### src/rtl/rot_pkg.sv
// Shared types and constants for the rotator result FIFO.
// Optional feature macro: ROT_FIFO_ZERO_FLAG_EN (stores a per-entry data==0 flag).
package rot_pkg;

    localparam int unsigned ROT_N     = 4;
    localparam int unsigned ROT_W     = 2 ** ROT_N;
    localparam int unsigned DEPTH_MIN = 2;

    // Data width of a rotated word for a given log2 width.
    function automatic int unsigned data_width(input int unsigned n);
        return 2 ** n;
    endfunction

    // Entry layout at the default width; the top builds the same layout at its own N.
    typedef struct packed {
        logic [ROT_N-1:0] amt;
        logic [ROT_W-1:0] data;
`ifdef ROT_FIFO_ZERO_FLAG_EN
        logic             zero;
`endif
    } rot_entry_t;

endpackage

### src/rtl/rot_result_fifo_if.sv
// Producer/consumer handshake bundle for rot_result_fifo.
// Optional feature macro: ROT_FIFO_ZERO_FLAG_EN (adds out_zero).
interface rot_result_fifo_if
    import rot_pkg::*;
#(
    parameter int unsigned N     = 4,
    parameter int unsigned DEPTH = 4
) ();

    localparam int unsigned W  = data_width(N);
    localparam int unsigned CW = $clog2(DEPTH) + 1;

    logic          in_valid;
    logic [W-1:0]  in_data;
    logic [N-1:0]  in_amt;
    logic          in_ready;
    logic          out_valid;
    logic [W-1:0]  out_data;
    logic [N-1:0]  out_amt;
    logic          out_ready;
    logic [CW-1:0] count;
`ifdef ROT_FIFO_ZERO_FLAG_EN
    logic          out_zero;
`endif

    // FIFO side
    modport slave (
        input  in_valid, in_data, in_amt, out_ready,
        output in_ready, out_valid, out_data, out_amt, count
`ifdef ROT_FIFO_ZERO_FLAG_EN
        , output out_zero
`endif
    );

    // Environment side (producer and consumer)
    modport master (
        output in_valid, in_data, in_amt, out_ready,
        input  in_ready, out_valid, out_data, out_amt, count
`ifdef ROT_FIFO_ZERO_FLAG_EN
        , input out_zero
`endif
    );

endinterface

### src/rtl/rot_fifo_ctrl.sv
// Pointer and occupancy control for the rotator result FIFO.
// Push/pop requests must already be qualified by full/empty.
module rot_fifo_ctrl #(
    parameter int unsigned DEPTH = 4
) (
    input  logic                     clk,
    input  logic                     reset,
    input  logic                     i_push_req,
    input  logic                     i_pop_req,
    output logic [$clog2(DEPTH)-1:0] o_wr_ptr,
    output logic [$clog2(DEPTH)-1:0] o_rd_ptr,
    output logic [$clog2(DEPTH):0]   o_count,
    output logic                     o_full,
    output logic                     o_empty
);

    localparam int unsigned PW = $clog2(DEPTH);
    localparam int unsigned CW = PW + 1;
    localparam logic [CW-1:0] FULL_CNT = CW'(DEPTH);

    logic [PW-1:0] r_wr_ptr;
    logic [PW-1:0] r_rd_ptr;
    logic [CW-1:0] r_count;

    // Pointers wrap naturally; count holds when push and pop coincide.
    always_ff @(posedge clk) begin
        if (reset) begin
            r_wr_ptr <= '0;
            r_rd_ptr <= '0;
            r_count  <= '0;
        end else begin
            if (i_push_req) begin
                r_wr_ptr <= r_wr_ptr + 1'b1;
            end
            if (i_pop_req) begin
                r_rd_ptr <= r_rd_ptr + 1'b1;
            end
            if (i_push_req && !i_pop_req) begin
                r_count <= r_count + 1'b1;
            end else if (!i_push_req && i_pop_req) begin
                r_count <= r_count - 1'b1;
            end
        end
    end

    assign o_wr_ptr = r_wr_ptr;
    assign o_rd_ptr = r_rd_ptr;
    assign o_count  = r_count;
    assign o_full   = (r_count == FULL_CNT);
    assign o_empty  = (r_count == '0);

endmodule

### src/rtl/rot_result_fifo.sv
// Show-ahead FIFO buffering rotated words with their shift-amount tag.
// Optional feature macro: ROT_FIFO_ZERO_FLAG_EN (per-entry data==0 flag on out_zero).
module rot_result_fifo
    import rot_pkg::*;
#(
    parameter int unsigned N     = 4,
    parameter int unsigned DEPTH = 4
) (
    input  logic           clk,
    input  logic           reset,
    rot_result_fifo_if.slave bus
);

    localparam int unsigned W  = data_width(N);
    localparam int unsigned PW = $clog2(DEPTH);
    localparam int unsigned CW = PW + 1;

    typedef struct packed {
        logic [N-1:0] amt;
        logic [W-1:0] data;
`ifdef ROT_FIFO_ZERO_FLAG_EN
        logic         zero;
`endif
    } entry_t;

    entry_t        r_mem [DEPTH];

    logic [PW-1:0] w_wr_ptr;
    logic [PW-1:0] w_rd_ptr;
    logic [CW-1:0] w_count;
    logic          w_full;
    logic          w_empty;
    logic          w_push;
    logic          w_pop;
    entry_t        w_wr_entry;
    entry_t        w_head;

    // in_ready comes only from registered state, so no pass-through when full.
    assign w_push = bus.in_valid & ~w_full;
    assign w_pop  = bus.out_ready & ~w_empty;

    rot_fifo_ctrl #(
        .DEPTH (DEPTH)
    ) u_ctrl (
        .clk        (clk),
        .reset      (reset),
        .i_push_req (w_push),
        .i_pop_req  (w_pop),
        .o_wr_ptr   (w_wr_ptr),
        .o_rd_ptr   (w_rd_ptr),
        .o_count    (w_count),
        .o_full     (w_full),
        .o_empty    (w_empty)
    );

    // Assemble the entry captured on a push.
    always_comb begin
        w_wr_entry      = '0;
        w_wr_entry.amt  = bus.in_amt;
        w_wr_entry.data = bus.in_data;
`ifdef ROT_FIFO_ZERO_FLAG_EN
        w_wr_entry.zero = (bus.in_data == '0);
`endif
    end

    // Storage write; contents survive reset, but a push in a reset cycle is dropped.
    always_ff @(posedge clk) begin
        if (!reset && w_push) begin
            r_mem[w_wr_ptr] <= w_wr_entry;
        end
    end

    // Head entry, forced to zero while empty.
    always_comb begin
        w_head = '0;
        if (!w_empty) begin
            w_head = r_mem[w_rd_ptr];
        end
    end

    assign bus.in_ready  = ~w_full;
    assign bus.out_valid = ~w_empty;
    assign bus.out_data  = w_head.data;
    assign bus.out_amt   = w_head.amt;
    assign bus.count     = w_count;
`ifdef ROT_FIFO_ZERO_FLAG_EN
    assign bus.out_zero  = w_head.zero;
`endif

endmodule

### src/flat_wrapper.sv
// flat-port wrapper written by rule: the top's interface ports become plain ports
module rot_result_fifo_flat import rot_pkg::*;
#(
    parameter int unsigned N     = 4,
    parameter int unsigned DEPTH = 4
)
  (clk, reset, bus_in_valid, bus_in_data, bus_in_amt, bus_out_ready, bus_in_ready, bus_out_valid, bus_out_data, bus_out_amt, bus_count);
  rot_result_fifo_if #(.N(N), .DEPTH(DEPTH)) bus_i ();
  input  logic clk;
  input  logic reset;
  input wire logic [$bits(bus_i.in_valid)-1:0] bus_in_valid;
  input wire logic [$bits(bus_i.in_data)-1:0] bus_in_data;
  input wire logic [$bits(bus_i.in_amt)-1:0] bus_in_amt;
  input wire logic [$bits(bus_i.out_ready)-1:0] bus_out_ready;
  output wire logic [$bits(bus_i.in_ready)-1:0] bus_in_ready;
  output wire logic [$bits(bus_i.out_valid)-1:0] bus_out_valid;
  output wire logic [$bits(bus_i.out_data)-1:0] bus_out_data;
  output wire logic [$bits(bus_i.out_amt)-1:0] bus_out_amt;
  output wire logic [$bits(bus_i.count)-1:0] bus_count;
  assign bus_i.in_valid = bus_in_valid;
  assign bus_i.in_data = bus_in_data;
  assign bus_i.in_amt = bus_in_amt;
  assign bus_i.out_ready = bus_out_ready;
  assign bus_in_ready = bus_i.in_ready;
  assign bus_out_valid = bus_i.out_valid;
  assign bus_out_data = bus_i.out_data;
  assign bus_out_amt = bus_i.out_amt;
  assign bus_count = bus_i.count;
  rot_result_fifo #(.N(N), .DEPTH(DEPTH)) u_core (.clk(clk), .reset(reset), .bus(bus_i));
endmodule
### config.mk
export PLATFORM = sky130hd
export DESIGN_NAME = rot_result_fifo_flat
export DESIGN_NICKNAME = d
export VERILOG_FILES = /design/src/rtl/rot_pkg.sv /design/src/rtl/rot_result_fifo_if.sv /design/src/rtl/rot_fifo_ctrl.sv /design/src/rtl/rot_result_fifo.sv /design/src/flat_wrapper.sv
export SDC_FILE = /design/constraint.sdc
export NUM_CORES = 1
export LEC_CHECK = 0
export BUFFER_PORTS_ARGS = -buffer_cell sky130_fd_sc_hd__buf_4
export CAP_MARGIN = 5
export CORE_MARGIN = 2
export CORE_UTILIZATION = 50
export CTS_CLUSTER_SIZE = 40
export DETAILED_ROUTE_END_ITERATION = 7
export HOLD_SLACK_MARGIN = 0.02
export PLACE_DENSITY = 0.77
export RECOVER_POWER = 100
export SLEW_MARGIN = 20
export SYNTH_ARGS = -nofsm -noshare
export SYNTH_HDL_FRONTEND = slang
export SYNTH_SLANG_ARGS = --single-unit
export TNS_END_PERCENT = 5
### constraint.sdc
create_clock -name clk -period 5.2 [get_ports clk]
set_input_delay 0.52 -clock clk [delete_from_list [all_inputs] [get_ports clk]]
set_output_delay 0.52 -clock clk [all_outputs]
set_load 0.02 [all_outputs]
## After elaboration in Yosys (flattened, before gate mapping)

Memories as Yosys holds them, arrays and structs flattened. A register that Yosys moved wholly into a read port is not among the register bits.
Cells that the tools add are included.
Widths: inputs -> output; s select.

- Register bits: 7
- RAM bits: 80
- Bits of input ports: 24
- Output and inout bits: 25
- Logic and storage cells: 28
- Memories kept: 1

- Add/subtract/negate cells: 4
- Equal/unequal tests: 1
- Multiplexer cells: 7
- Bitwise logic cells: 4
- Reductions and logical operators: 8

Memories:

| memory | depth | width | rd ports | clocked after Yosys merged registers in | write ports | RTL line | source |
|---|---|---|---|---|---|---|---|
| u_core.r_mem | 4 | 20 | 1 | 1 | 1 | rot_result_fifo.sv:26 | `entry_t r_mem [DEPTH];` |

Operator list:

| cell | count |
|---|---|
| $mux 20 | 1 |
| $mux 3 | 2 |
| $add 2x1->2 const B | 2 |
| $mux 2 | 2 |
| $add 3x1->3 const B | 1 |
| $eq 3x3->1 const B | 1 |
| $logic_and 1x1->1 | 3 |
| $logic_not 1->1 | 3 |
| $logic_not 3->1 | 1 |
| $sub 3x1->3 const B | 1 |
| $and 1x1->1 | 2 |
| $mux 1 | 2 |
| $not 1->1 | 2 |
| $reduce_bool 2->1 | 1 |

## Longest topological paths before layout

- Word-level depth: 7
- Mapped depth: 9
- Depth with buffers taken out: 9

## Cells and area by module

From an unflattened synthesis, not the netlist that was laid out.

- Cell total of the unflattened synthesis: 193
- Area total of the unflattened synthesis: 3394.5 um^2

Modules (own cells, without submodules):

| module | instances | cells each | area each (um^2) | sequential area each (um^2) |
|---|---|---|---|---|
| rot_result_fifo | 1 | 162 | 3093.0 | 2402.3 |
| rot_fifo_ctrl | 1 | 31 | 301.5 | 140.1 |

## Worst setup path after synthesis

OpenSTA, ideal clock, no wires.

- Kind: reg-to-reg
- Start: reg u_core.u_ctrl.r_count[0], in the netlist u_core.u_ctrl.o_count[0]
- End: mem u_core.r_mem[1][0] (netlist name) (enable)
- Library setup time: 0.427 ns
- Data arrival time: 2.404 ns
- Data required time: 4.773 ns
- Slack: 2.369 ns
- Stages on the path, launching flop included: 4
- Buffers on the path: 0
- Period minus slack after synthesis: 2.831 ns
- Path through: dfxtp_1 -> or3b_4 -> nand2_4 -> nor3b_1

- Cells in the longest elaborated chain, start to end: 6

Ends and longest elaborated chain:

| item | RTL line | source |
|---|---|---|
| start: declaration | rot_fifo_ctrl.sv:23 | `logic [CW-1:0] r_count;` |
| start signal: assignment | rot_fifo_ctrl.sv:39 | `r_count <= r_count + 1'b1;` |
| start signal: assignment | rot_fifo_ctrl.sv:41 | `r_count <= r_count - 1'b1;` |
| $eq 3x3->1 | rot_fifo_ctrl.sv:49 | `assign o_full = (r_count == FULL_CNT);` |
| $not 1->1 | - |  |
| via bus_in_ready | flat_wrapper.sv:15 | `output wire logic [$bits(bus_i.in_ready)-1:0] bus_in_ready;` |
| $and 1x1->1 | rot_result_fifo.sv:39 | `assign w_push = bus.in_valid & ~w_full;` |
| $logic_and 1x1->1 | rot_result_fifo.sv:68 | `if (!reset && w_push) begin` |
| $mux 1 | rot_result_fifo.sv:68 |  |
| $mux 1 (not written as such) | rot_result_fifo.sv:69 | `r_mem[w_wr_ptr] <= w_wr_entry;` |
| end: declaration | rot_result_fifo.sv:26 |  |

The timed path passes the listed nets, and every way through them passes these cells.

==> results.rst <==
.. list-table::
   :header-rows: 1

   * - Metric
     - Value
   * - Run status
     - finished clean
   * - Final nets
     - 264
   * - Post-route design area
     - 3930 µm²
   * - Mean routed wirelength per cell
     - 17.4 µm
   * - Transition at the pin with the smallest max-transition slack
     - 1290 ps
   * - Startpoint of the tightest hold check path
     - bus_in_data[3]
   * - Final-layout worst hold slack
     - 441 ps
   * - Boundary pin count
     - 49
   * - Gp weighted congestion
     - 0.683
   * - First-pass GRT wire length
     - 8800 µm
   * - Reg clk slew, reported paths
     - 80 ps
   * - Final number of setup-violating endpoints
     - 0
   * - Start of the worst register-to-register path
     - u_core.u_ctrl.o_count[0]
   * - Count of distinct cell types in the synthesized netlist
     - 24
   * - TritonRoute pass-1 iters
     - 4
   * - Floorplan Core Area
     - 6760 µm²
   * - Max Cap Violations
     - 0
   * - Post-synth ARST share
     - 0%
   * - Worst hold stages
     - 1
   * - Die area
     - 7660 µm²
   * - Crit Path Category
     - flip-flop to primary output
   * - Post-CTS setup-driven buffer insertion count
     - 0
   * - Pin count of the biggest net entering global routing
     - 24
   * - Initial cell density of the core
     - 51.6%
   * - FF-to-FF path depth
     - 4
   * - Skew final
     - 6.27 ps
   * - Type of element launching the critical path
     - flip-flop
   * - Critical path arrival
     - 2810 ps
   * - Peak supply drop
     - around 0.00036 V
   * - Fmax
     - 0.300 GHz
   * - Number of violations reported at the end of detailed-routing iteration 0
     - 75
   * - Root Buffer Master
     - sky130_fd_sc_hd__clkbuf_8
   * - Share of final-layout standard cells stronger than drive strength 1
     - between 15 and 20%
   * - Type of destination of the critical path
     - primary output
   * - H-Tree Level Count
     - 3
   * - GR Util All Layers
     - 15.9%
   * - Final sum of negative setup slack
     - 0 ps
   * - Maximum buffer depth of the clock tree
     - 2
   * - Part of the Yosys area used for sequential elements
     - about 74%
   * - Most common cell after layout, fill and taps aside
     - sky130_fd_sc_hd__edfxtp_1
   * - Fill cell total of the finished layout
     - 519
   * - Area of the mapped netlist
     - 3490 µm²
   * - Final critical path time including I/O delays and setup
     - 3330 ps
   * - Number of inserted diodes
     - 0
   * - Leakage power figure
     - 1.24 nW
   * - Total number of placement rows
     - 30
   * - Mean number of vias per cell
     - about 5.4
   * - Worst hold endpoint
     - u_core.r_mem[3][3]
   * - Floorplan die height
     - 87.5 µm
   * - Reg-to-reg setup timing slack
     - 2810 ps
   * - Required time at the worst-slack endpoint
     - ~4700 ps
   * - Synthesized instance count
     - 176
   * - Clock tree from TritonCTS
     - yes
   * - Placed Area
     - between 3000 and 4000 µm²
   * - Residual antenna-violating net count after detailed routing
     - 0
   * - Cts hold-fix bufs
     - 0
   * - Horizontal die dimension
     - 87.5 µm
   * - Highest-count cells in the layout ignoring fill and taps
     - sky130_fd_sc_hd__edfxtp_1, sky130_fd_sc_hd__clkbuf_1, sky130_fd_sc_hd__mux4_2, sky130_fd_sc_hd__nor2b_1
   * - Final wirelength
     - 5560 µm
   * - Path type of the worst min-delay path
     - primary input to flip-flop
   * - Total number of yosys warnings
     - 0
   * - Final HPWL from detailed placement
     - 3620 µm
   * - Antenna violations before repair
     - 0
   * - CTS Buf Count
     - 9
   * - Number of resized instances in the post-cts repair step
     - 0
   * - Number of vias after detailed routing
     - 1,721
   * - IO Port Bufs
     - 48
   * - Reg-to-Reg End
     - u_core.r_mem[3][15]
   * - Worst slew margin relative to its limit
     - 13.7%
   * - Mapped Avg Cell Area
     - 19.8 µm²
   * - RSZ-0062 raised after global routing
     - false
   * - Number of global-route vias before repair
     - 1,821
   * - Sink count of the clock tree
     - 89
   * - Period Utilization, post-route
     - 64.0%
   * - Max-slew violation count
     - 0
   * - Count of unresolved DRC violations after routing
     - 0
   * - Leftover overflow at the end of global routing
     - 0
   * - Clock latency of the later-clocked register in the worst-skew pair
     - roughly 340 ps
   * - Post-synth EDFFs
     - 80
   * - Post-synthesis to final-layout area growth
     - 12.6%
   * - Power per standard cell area
     - 486 nW/µm²
   * - Final Hold Viols
     - 0
   * - Worst Path Max Fanout
     - 12
   * - Synth Net Count
     - a little over 200
   * - Most used flip-flop cell after synthesis
     - sky130_fd_sc_hd__edfxtp_1
   * - Flip-flop and latch count after synthesis
     - between 80 and 90
-- layer usage --
metal,track usage (%),wire length (µm),up-vias
li1,-,-,800
met1,19.6,2370,867
met2,26.8,2840,44
met3,3.98,249,10
met4,7.13,100,0
met5,0,0,-
-- logic make-up after synthesis --
| kind of cell | after synthesis | synth area share (%) |
|---|---|---|
| AO/OA/AOI/OAI | 5 | 0.790 |
| multiplexers | 23 | 13.9 |
| AND/OR/NAND/NOR | 38 | 6.71 |
| flip-flops | 89 | 74.1 |
| XOR/XNOR | 3 | 0.754 |
| buffers and inverters | 12 | 1.36 |
| adder cells (fa/ha/maj) | 6 | 2.37 |
-- critical path, stage by stage (launching register included) --
cell and delay [ps]:
sky130_fd_sc_hd__dfxtp_1 700, sky130_fd_sc_hd__clkbuf_1 800, sky130_fd_sc_hd__mux4_2 600, sky130_fd_sc_hd__nor2b_1 150, sky130_fd_sc_hd__clkbuf_1 210
-- cell type report --
class / count / area [µm²] / share of cell area, %
Clock inverter: 7 / 37.5 / 0.956
Sequential cell: 89 / 2580 / 65.8
Timing Repair Buffer: 54 / 218 / 5.54
Tap cell: 80 / 100 / 2.55
Multi-Input combinational cell: 75 / 846 / 21.5
Clock buffer: 9 / 124 / 3.15
Inverter: 5 / 18.8 / 0.478
-- metrics by stage --
step	setup WS [ps]	util, %	std cells	power [mW]
after floorplan	2370	-	176	1.38
after global placement	2760	59.0	303	1.66
after detailed placement	2720	59.0	303	1.67
after CTS	2340	61.4	319	2.05
after global routing	1610	58.1	319	2.01
final	1870	58.1	319	1.91
-- sequential cells by signal, indices dropped and copies added, names as in the netlist, named ones only --
signal / count
u_core.u_ctrl.o_wr_ptr: 2
u_core.u_ctrl.o_count: 3
u_core.u_ctrl.o_rd_ptr: 2
u_core.r_mem: 80
-- how the worst max path moves through the flow --
stage,startpoint,to,cells past startpoint
after floorplan,u_core.u_ctrl.o_count[0],u_core.r_mem[1][0],3
after global placement,flip-flop,bus_out_data[7],4
after detailed placement,flip-flop,bus_out_data[7],4
after CTS,flip-flop,bus_out_data[7],4
after global routing,flip-flop,bus_out_data[9],4
final,flip-flop,bus_out_data[11],4
-- synth_stat cells, drive strengths merged (2+ instances only) --
cell	n	area, µm²
o21ai	2	10.0
clkbuf	5	18.8
nor2	6	22.5
dfxtp	9	180
nand2b	2	12.5
buf	2	10.0
or3	2	12.5
nand2	2	15.0
nor3b	4	30.0
mux4	20	450
xor2	3	26.3
a21oi	2	10.0
nor2b	20	125
mux2i	2	20.0
ha	5	62.6
edfxtp	80	2400
inv	5	18.8
-- power by group --
group | total (mW) | internal, mW | switching (mW)
combinational | 0.626 | 0.243 | 0.384
clock | 0.384 | 0.168 | 0.217
sequential | 0.897 | 0.841 | 0.0569
Power figures use the tool's default switching activity.
